$ cat config.mk
export PLATFORM = sky130hd
export DESIGN_NAME = seq_detect_param_flat
export DESIGN_NICKNAME = d
export VERILOG_FILES = /design/src/rtl/seq_detect_param_if.sv /design/src/rtl/seq_detect_param.sv /design/src/flat_wrapper.sv
export SDC_FILE = /design/constraint.sdc
export NUM_CORES = 1
export LEC_CHECK = 0
export ABC_CLOCK_PERIOD_IN_PS = 1500
export BUFFER_PORTS_ARGS = -buffer_cell sky130_fd_sc_hd__clkbuf_2
export CAP_MARGIN = 20
export CORE_UTILIZATION = 35
export CTS_BUF_LIST = sky130_fd_sc_hd__clkbuf_2
export CTS_CLUSTER_SIZE = 14
export DETAILED_ROUTE_END_ITERATION = 12
export PLACE_DENSITY_LB_ADDON = 0.2
export SETUP_SLACK_MARGIN = 0.3
export SLEW_MARGIN = 20
export SYNTH_ARGS = -nofsm -noshare
export SYNTH_HDL_FRONTEND = slang
export SYNTH_SLANG_ARGS = --single-unit
$ cat constraint.sdc
create_clock -name clk -period 1.5 [get_ports clk]
set_input_delay 0.3 -clock clk [delete_from_list [all_inputs] [get_ports clk]]
set_output_delay 0.3 -clock clk [all_outputs]
set_load 0.02 [all_outputs]
$ cat src/rtl/seq_detect_param_if.sv
// rtl/seq_detect_param_if.sv - bit-stream, pattern-load and match-report bundle for seq_detect_param
interface seq_detect_param_if #(
  parameter int PAT_W = 3,
  parameter int CNT_W = 8
);
  logic             en;
  logic             x;
  logic             overlap;
  logic             pat_load;
  logic [PAT_W-1:0] pat_in;
  logic [PAT_W-1:0] mask_in;
  logic             cnt_clr;
  logic             y;
  logic [CNT_W-1:0] match_cnt;
  logic             hist_full;

  // Stream source / configuration side
  modport master (
    output en, x, overlap, pat_load, pat_in, mask_in, cnt_clr,
    input  y, match_cnt, hist_full
  );

  // Detector side
  modport slave (
    input  en, x, overlap, pat_load, pat_in, mask_in, cnt_clr,
    output y, match_cnt, hist_full
  );
endinterface

$ cat src/rtl/seq_detect_param.sv
// rtl/seq_detect_param.sv - loadable masked serial pattern detector with saturating match counter (option: SEQ_DETECT_REGOUT_EN)
module seq_detect_param #(
  parameter int               PAT_W   = 3,
  parameter int               CNT_W   = 8,
  parameter logic [PAT_W-1:0] PAT_RST = PAT_W'(3'b101)
) (
  input logic                clk,
  input logic                rst,
  seq_detect_param_if.slave  bus
);

  localparam int             FW   = (PAT_W > 2) ? $clog2(PAT_W) : 1;
  localparam logic [FW-1:0]  FULL = FW'(PAT_W - 1);

  // EMPTY: no valid history, FILLING: partial history, ARMED: a match can be decided
  typedef enum logic [1:0] {
    EMPTY   = 2'd0,
    FILLING = 2'd1,
    ARMED   = 2'd2
  } state_t;

  state_t             state_q, state_d;
  logic [PAT_W-1:0]   pat_q;
  logic [PAT_W-1:0]   mask_q;
  logic [PAT_W-2:0]   hist_q, hist_d;
  logic [FW-1:0]      fill_q, fill_d;
  logic [CNT_W-1:0]   cnt_q;
  logic [PAT_W-1:0]   window;
  logic               hit;

  // Oldest history bit lines up with the pattern MSB, the live bit with its LSB
  assign window = {hist_q, bus.x};
  assign hit    = bus.en & ~bus.pat_load & (state_q == ARMED)
                & (((window ^ pat_q) & mask_q) == '0);

  // Pattern and mask registers, reloaded on request
  always_ff @(posedge clk) begin
    if (rst) begin
      pat_q  <= PAT_RST;
      mask_q <= '1;
    end else if (bus.pat_load) begin
      pat_q  <= bus.pat_in;
      mask_q <= bus.mask_in;
    end
  end

  // History/fill state register
  always_ff @(posedge clk) begin
    if (rst) begin
      state_q <= EMPTY;
      hist_q  <= '0;
      fill_q  <= '0;
    end else begin
      state_q <= state_d;
      hist_q  <= hist_d;
      fill_q  <= fill_d;
    end
  end

  // Next history: a load or a non-overlapping hit restarts collection, other valid bits shift in
  always_comb begin
    state_d = state_q;
    hist_d  = hist_q;
    fill_d  = fill_q;
    if (bus.pat_load) begin
      state_d = EMPTY;
      hist_d  = '0;
      fill_d  = '0;
    end else if (bus.en) begin
      if (hit && !bus.overlap) begin
        state_d = EMPTY;
        hist_d  = '0;
        fill_d  = '0;
      end else begin
        hist_d  = window[PAT_W-2:0];
        fill_d  = (fill_q == FULL) ? FULL : fill_q + FW'(1);
        state_d = (fill_d == FULL) ? ARMED : FILLING;
      end
    end
  end

  // Match counter: clear wins over a same-cycle hit, saturates instead of wrapping
  always_ff @(posedge clk) begin
    if (rst) begin
      cnt_q <= '0;
    end else if (bus.cnt_clr) begin
      cnt_q <= '0;
    end else if (hit && (cnt_q != '1)) begin
      cnt_q <= cnt_q + CNT_W'(1);
    end
  end

  assign bus.match_cnt = cnt_q;
  assign bus.hist_full = (state_q == ARMED);

`ifdef SEQ_DETECT_REGOUT_EN
  logic y_q;

  // Registered match pulse, one clock after the matching bit
  always_ff @(posedge clk) begin
    if (rst || bus.pat_load) begin
      y_q <= 1'b0;
    end else begin
      y_q <= hit;
    end
  end

  assign bus.y = y_q;
`else
  assign bus.y = hit;
`endif

endmodule

$ cat src/flat_wrapper.sv
// flat-port wrapper written by rule: the top's interface ports become plain ports
module seq_detect_param_flat 
#(
  parameter int               PAT_W   = 3,
  parameter int               CNT_W   = 8,
  parameter logic [PAT_W-1:0] PAT_RST = PAT_W'(3'b101)
)
  (clk, rst, bus_en, bus_x, bus_overlap, bus_pat_load, bus_pat_in, bus_mask_in, bus_cnt_clr, bus_y, bus_match_cnt, bus_hist_full);
  seq_detect_param_if #(.PAT_W(PAT_W), .CNT_W(CNT_W)) bus_i ();
  input logic clk;
  input logic rst;
  input wire logic [$bits(bus_i.en)-1:0] bus_en;
  input wire logic [$bits(bus_i.x)-1:0] bus_x;
  input wire logic [$bits(bus_i.overlap)-1:0] bus_overlap;
  input wire logic [$bits(bus_i.pat_load)-1:0] bus_pat_load;
  input wire logic [$bits(bus_i.pat_in)-1:0] bus_pat_in;
  input wire logic [$bits(bus_i.mask_in)-1:0] bus_mask_in;
  input wire logic [$bits(bus_i.cnt_clr)-1:0] bus_cnt_clr;
  output wire logic [$bits(bus_i.y)-1:0] bus_y;
  output wire logic [$bits(bus_i.match_cnt)-1:0] bus_match_cnt;
  output wire logic [$bits(bus_i.hist_full)-1:0] bus_hist_full;
  assign bus_i.en = bus_en;
  assign bus_i.x = bus_x;
  assign bus_i.overlap = bus_overlap;
  assign bus_i.pat_load = bus_pat_load;
  assign bus_i.pat_in = bus_pat_in;
  assign bus_i.mask_in = bus_mask_in;
  assign bus_i.cnt_clr = bus_cnt_clr;
  assign bus_y = bus_i.y;
  assign bus_match_cnt = bus_i.match_cnt;
  assign bus_hist_full = bus_i.hist_full;
  seq_detect_param #(.PAT_W(PAT_W), .CNT_W(CNT_W), .PAT_RST(PAT_RST)) u_core (.clk(clk), .rst(rst), .bus(bus_i));
endmodule
Yosys cells after proc, flatten, opt, wreduce, memory -nomap -nowiden
Cells that the tools add are included.
{"block": "totals", "reg_bits": 20, "in_bits": 13, "out_inout_bits": 10, "elab_cells": 29}
{"block": "classes", "add_sub_neg": 2, "n_eq_ne": 4, "n_mux": 5, "bitwise_logic": 6, "n_reduce_logical": 6}
{"cell": "$mux W2", "count": 5}
{"cell": "$add A8 B1 Y8 const B", "count": 1}
{"cell": "$ne A8 B8 Y1 const B", "count": 1}
{"cell": "$eq A2 B2 Y1 const B", "count": 3}
{"cell": "$reduce_or A2 Y1", "count": 2}
{"cell": "$and A1 B1 Y1", "count": 3}
{"cell": "$and A3 B3 Y3", "count": 1}
{"cell": "$logic_not A3 Y1", "count": 1}
{"cell": "$xor A3 B3 Y3", "count": 1}
{"cell": "$add A2 B1 Y2 const B", "count": 1}
{"cell": "$logic_and A1 B1 Y1", "count": 2}
{"cell": "$logic_not A1 Y1", "count": 1}
{"cell": "$not A1 Y1", "count": 1}

Logic depth before layout (Yosys ltp)
{"block": "logic_depth", "word_depth": 6, "ltp_mapped": 5, "depth_no_buf": 5}

Least setup slack after synthesis
OpenSTA, ideal clock, no wires.
{"block": "synth_timing", "path_type": "flip-flop to flip-flop", "startpoint": "reg u_core.pat_q[1]", "endpoint": "reg u_core.hist_q[1]", "setup_ns": 0.117, "arrival_time_ns": 1.493, "required_time_ns": 1.383, "path_slack_ns": -0.110, "path_stages_with_launch": 5, "cell_sequence": "dfxtp_1 > xor2_1 > a2111oi_4 > a31oi_1 > a22o_2"}
{"block": "synth_via", "elab_chain_cells": 6}
{"element": "start, declared", "line": "seq_detect_param.sv:23", "text": "logic [PAT_W-1:0] pat_q;"}
{"element": "start signal, assigned", "line": "seq_detect_param.sv:42", "text": "pat_q <= bus.pat_in;"}
{"element": "$xor A3 B3 Y3", "line": "seq_detect_param.sv:34", "text": "& (((window ^ pat_q) & mask_q) == '0);"}
{"element": "$and A3 B3 Y3", "line": "seq_detect_param.sv:34"}
{"element": "$logic_not A3 Y1", "line": "seq_detect_param.sv:34"}
{"element": "$and A1 B1 Y1", "line": "seq_detect_param.sv:34"}
{"element": "$logic_and A1 B1 Y1", "line": "seq_detect_param.sv:70", "text": "if (hit && !bus.overlap) begin"}
{"element": "$mux W2", "line": "seq_detect_param.sv:70"}
{"element": "end signal, assigned", "line": "seq_detect_param.sv:55", "text": "hist_q <= hist_d;"}
{"element": "end, declared", "line": "seq_detect_param.sv:25", "text": "logic [PAT_W-2:0] hist_q, hist_d;"}
No other way between the ends.
A chain may end at the register's enable or synchronous reset.

Final worst setup path
{"block": "layout_timing", "startpoint": "reg u_core.hist_q[0]", "endpoint": "out bus_y"}
{"block": "layout_via", "elab_chain_cells": 4}
{"element": "$xor A3 B3 Y3", "line": "seq_detect_param.sv:34"}
{"element": "$and A3 B3 Y3", "line": "seq_detect_param.sv:34"}
{"element": "$logic_not A3 Y1", "line": "seq_detect_param.sv:34"}
{"element": "$and A1 B1 Y1", "line": "seq_detect_param.sv:34"}
{"element": "end, declared", "line": "flat_wrapper.sv:19", "text": "output wire logic [$bits(bus_i.y)-1:0] bus_y;"}
No other way between the ends.

==> impl_metrics.tcl <==
set metrics [dict create \
    multi_input_area_um2 584 \
    synthCells 98 \
    vdd_drop_max_mv 0.648 \
    endpoint "bus_y" \
    crit_slowest_cell "dfxtp_2" \
    coreArea_um2 2480 \
    holdBufCountCts 0 \
    place.gp.congestion 0.772 \
    setup.worst_path.start_class "flip-flop" \
    io_pins 23 \
    leakagePower_nw 0.648 \
    layout.cells.non_filler 174 \
    fillers 217 \
    cts_tree "done" \
    cts-root-buf "clkbuf_2" \
    cts.sinks 19 \
    postRouteAntennaNets 0 \
    skew_ns 0.00559 \
    io_buffers 22 \
    synth_compound_area_share_pct 19.7 \
    slew_viol_final 0 \
    cp.required_ns 1.20 \
    drt_iter0_markers 11 \
    vias 894 \
    final-setup-viol-count 13 \
    nets 160 \
    timing.rr.start "u_core.hist_q[0]" \
    cp.arrival_ns 1.53 \
    placementRows 18 \
    tightest_slew_ns 0.304 \
    synth_cell_types 28 \
    ff2ff_path_depth 6 \
    synth_top_cell_by_area "dfxtp_1" \
    slew_headroom_pct 79.7 \
    synthTopCellsByCount "19 x dfxtp_1, 12 x nand2_1, 7 x mux2i_1" \
    crit_type "flip-flop to output pin" \
    synth_fp_nets 113 \
    num_antenna_cells 0 \
    finalHoldViolCount 0 \
    grt_max_degree 13 \
    dieWidth_um 53.3 \
    synth-seq-area-share_pct 41.2 \
    grt_setup_unrepaired "true" \
    area_growth_pct 57.1 \
    die_area_um2 2840 \
    fin_setup_tns_ns -1.02 \
    status "finished with violations" \
    clk_latency_ns 0.32 \
    synthAdderAreaFrac_pct 2.71 \
    min_path_type "input port to flip-flop" \
    fin_area_um2 1450 \
    cts_buffers 3 \
    yosysMostFrequentCell "dfxtp_1" \
    placed_cell_area_um2 1150 \
    place_ws_ns -0.0650 \
    start_util_pct 37.2 \
    synth-simple-area-share_pct 23.1 \
    dpl.hpwl_um 1570 \
    yosys_most_used_dff "dfxtp_1" \
    routed_wl_um 2420 \
    fmax_mhz 547 \
    min_period_over_period_pct 122 \
    setup_ws_ns -0.327 \
    synth_area_leaders "dfxtp_1 41%, mux2i_1 7.6%, nand2_1 4.9%, a211o_1 4.7%, nor2b_1 3.4%" \
    fp.dieH_um 53.3 \
    violations "negative setup slack" \
    grt_overflow_total 0 \
    ys_ff_latch 19 \
    yosys_warnings 0 \
    r2r_slack_ns -0.13 \
    p_total_mw 0.869 \
    synth-async-reset-ratio_pct 0 \
    seq_area_um2 409 \
    synthXorXnorAreaFrac_pct 2.85 \
    dpl.cell_count 159 \
    synth_top_family_by_area "simple AND/OR/NAND/NOR gates" \
    cellPowerDensity_nw_per_um2 600 \
    r2r-end "u_core.bus.match_cnt[6]" \
    grt_use_total_pct 18.6 \
    cp_max_fo 2 \
    cts.clk_slew.worst_paths_ns 0.18 \
    drc_errors 0 \
    cp-end-kind "output pin" \
    cp-startpoint "u_core.hist_q[0]" \
    antenna_found_initial 0 \
    grt_pass1_wl_um 3730 \
    drt_first_pass_iters 4 \
    cp_slowest_stage_delay_ns 0.37 \
    syn_area_um2 922 \
    grt_pass1_vias 839 \
    viasPerCell 5.14 \
    synth-edff-count 0 \
    cts_htree_levels 1 \
    drive_gt1_share_pct 52.8 \
    synth_top_area_share_pct 41.2 \
    muxShareOfSynthArea_pct 7.60 \
    maxCapViolCount 0 \
    wl_per_cell_um 13.9 \
    clk_path_buf_depth 2 \
    postSynthAreaPerCell_um2 9.41 \
    min_period_ns 1.83 \
    path_cells "xor2_2 > a2111oi_4 > nand2_1 > inv_2 > buf_8" \
]
==> flip-flops by register name, summed over array words and instances, names as in the netlist <==
name	count
u_core.bus.match_cnt	8
u_core.state_q	1
u_core.fill_q	2
u_core.hist_q	2
u_core.mask_q	3
u_core.pat_q	3
==> worst max-delay path, delay by kind of cell, from the launching register on <==
kind            cells  cell delay (ns)
buf+inv             2             0.22
flops               1             0.37
simple gates        1             0.14
compound gates      1             0.30
xor+xnor            1             0.18
==> where the power goes <==
group	leakage [nW]	internal (mW)	total, mW	switching [mW]
clock	0.0164	0.0604	0.224	0.163
combinational	0.469	0.0587	0.123	0.0641
sequential	0.162	0.510	0.522	0.0118
total	0.648	0.629	0.869	0.239
==> cells by family (layout without fill, tap and decap cells) <==
group | Yosys count | after routing
muxes | 7 | 7
DFF | 19 | 19
AOI/OAI and AO/OA | 19 | 19
and+or+nand+nor | 41 | 41
buffers and inverters | 7 | 53
adders and majority gates | 2 | 2
xor gates and xnor gates | 3 | 3
==> final cells by class <==
class                           instances  share of cell area (%)
Sequential cell                        19                    28.2
Inverter                                5                    1.30
Multi-Input combinational cell         72                    40.3
Clock inverter                          1                   0.345
Timing Repair Buffer                   44                    26.2
Tap cell                               30                    2.59
Clock buffer                            3                    1.04
==> layout by cell type (no fill, tap or decap), types with 5 or more instances in the layout <==
cell      count
a211o_1       5
buf_4        18
buf_6         7
buf_8         7
clkbuf_2     15
dfxtp_1       8
dfxtp_2       5
dfxtp_4       6
mux2i_1       7
nand2_1      12
nor2b_1       5
or3_1         5
==> metal layers <==
| metal | up-vias | global-route usage (%) | share of wire, % |
|---|---|---|---|
| li1 | 453 | - | - |
| met1 | 420 | 22.3 | 47 |
| met2 | 17 | 30.4 | 48 |
| met3 | 4 | 6.32 | 4.3 |
| met4 | 0 | 6.14 | 1.2 |
| met5 | - | 0 | 0 |
==> per-stage QoR <==
stage	hold WS [ns]	util, %
floorplan	0.418	-
global placement	0.462	46.6
detailed placement	0.471	46.6
CTS	0.150	55.0
global route	0.132	58.5
finish	0.169	58.5
==> how the worst min path moves through the flow <==
stage / to / startpoint / slack, ns / cells past startpoint
after global placement: u_core.fill_q[0] / u_core.fill_q[0] / 0.46 / 1
after detailed placement: u_core.fill_q[1] / u_core.fill_q[1] / 0.47 / 1
after CTS: u_core.mask_q[0] / bus_mask_in[0] / 0.15 / 2
final: u_core.mask_q[0] / bus_mask_in[0] / 0.17 / 2
after global routing: u_core.mask_q[2] / bus_mask_in[2] / 0.13 / 2
after floorplan: u_core.pat_q[2] / bus_pat_in[2] / 0.42 / 1
==> timing repair <==
action                                  in CTS  in global routing
cloned                                       0                  0
hold endpoints to repair                     0                  0
gates resized for setup                     37                 23
pin swaps                                    8                  9
buffers inserted                             8                  3
endpoints found under the setup margin      23                 23
Power figures use the tool's default switching activity.
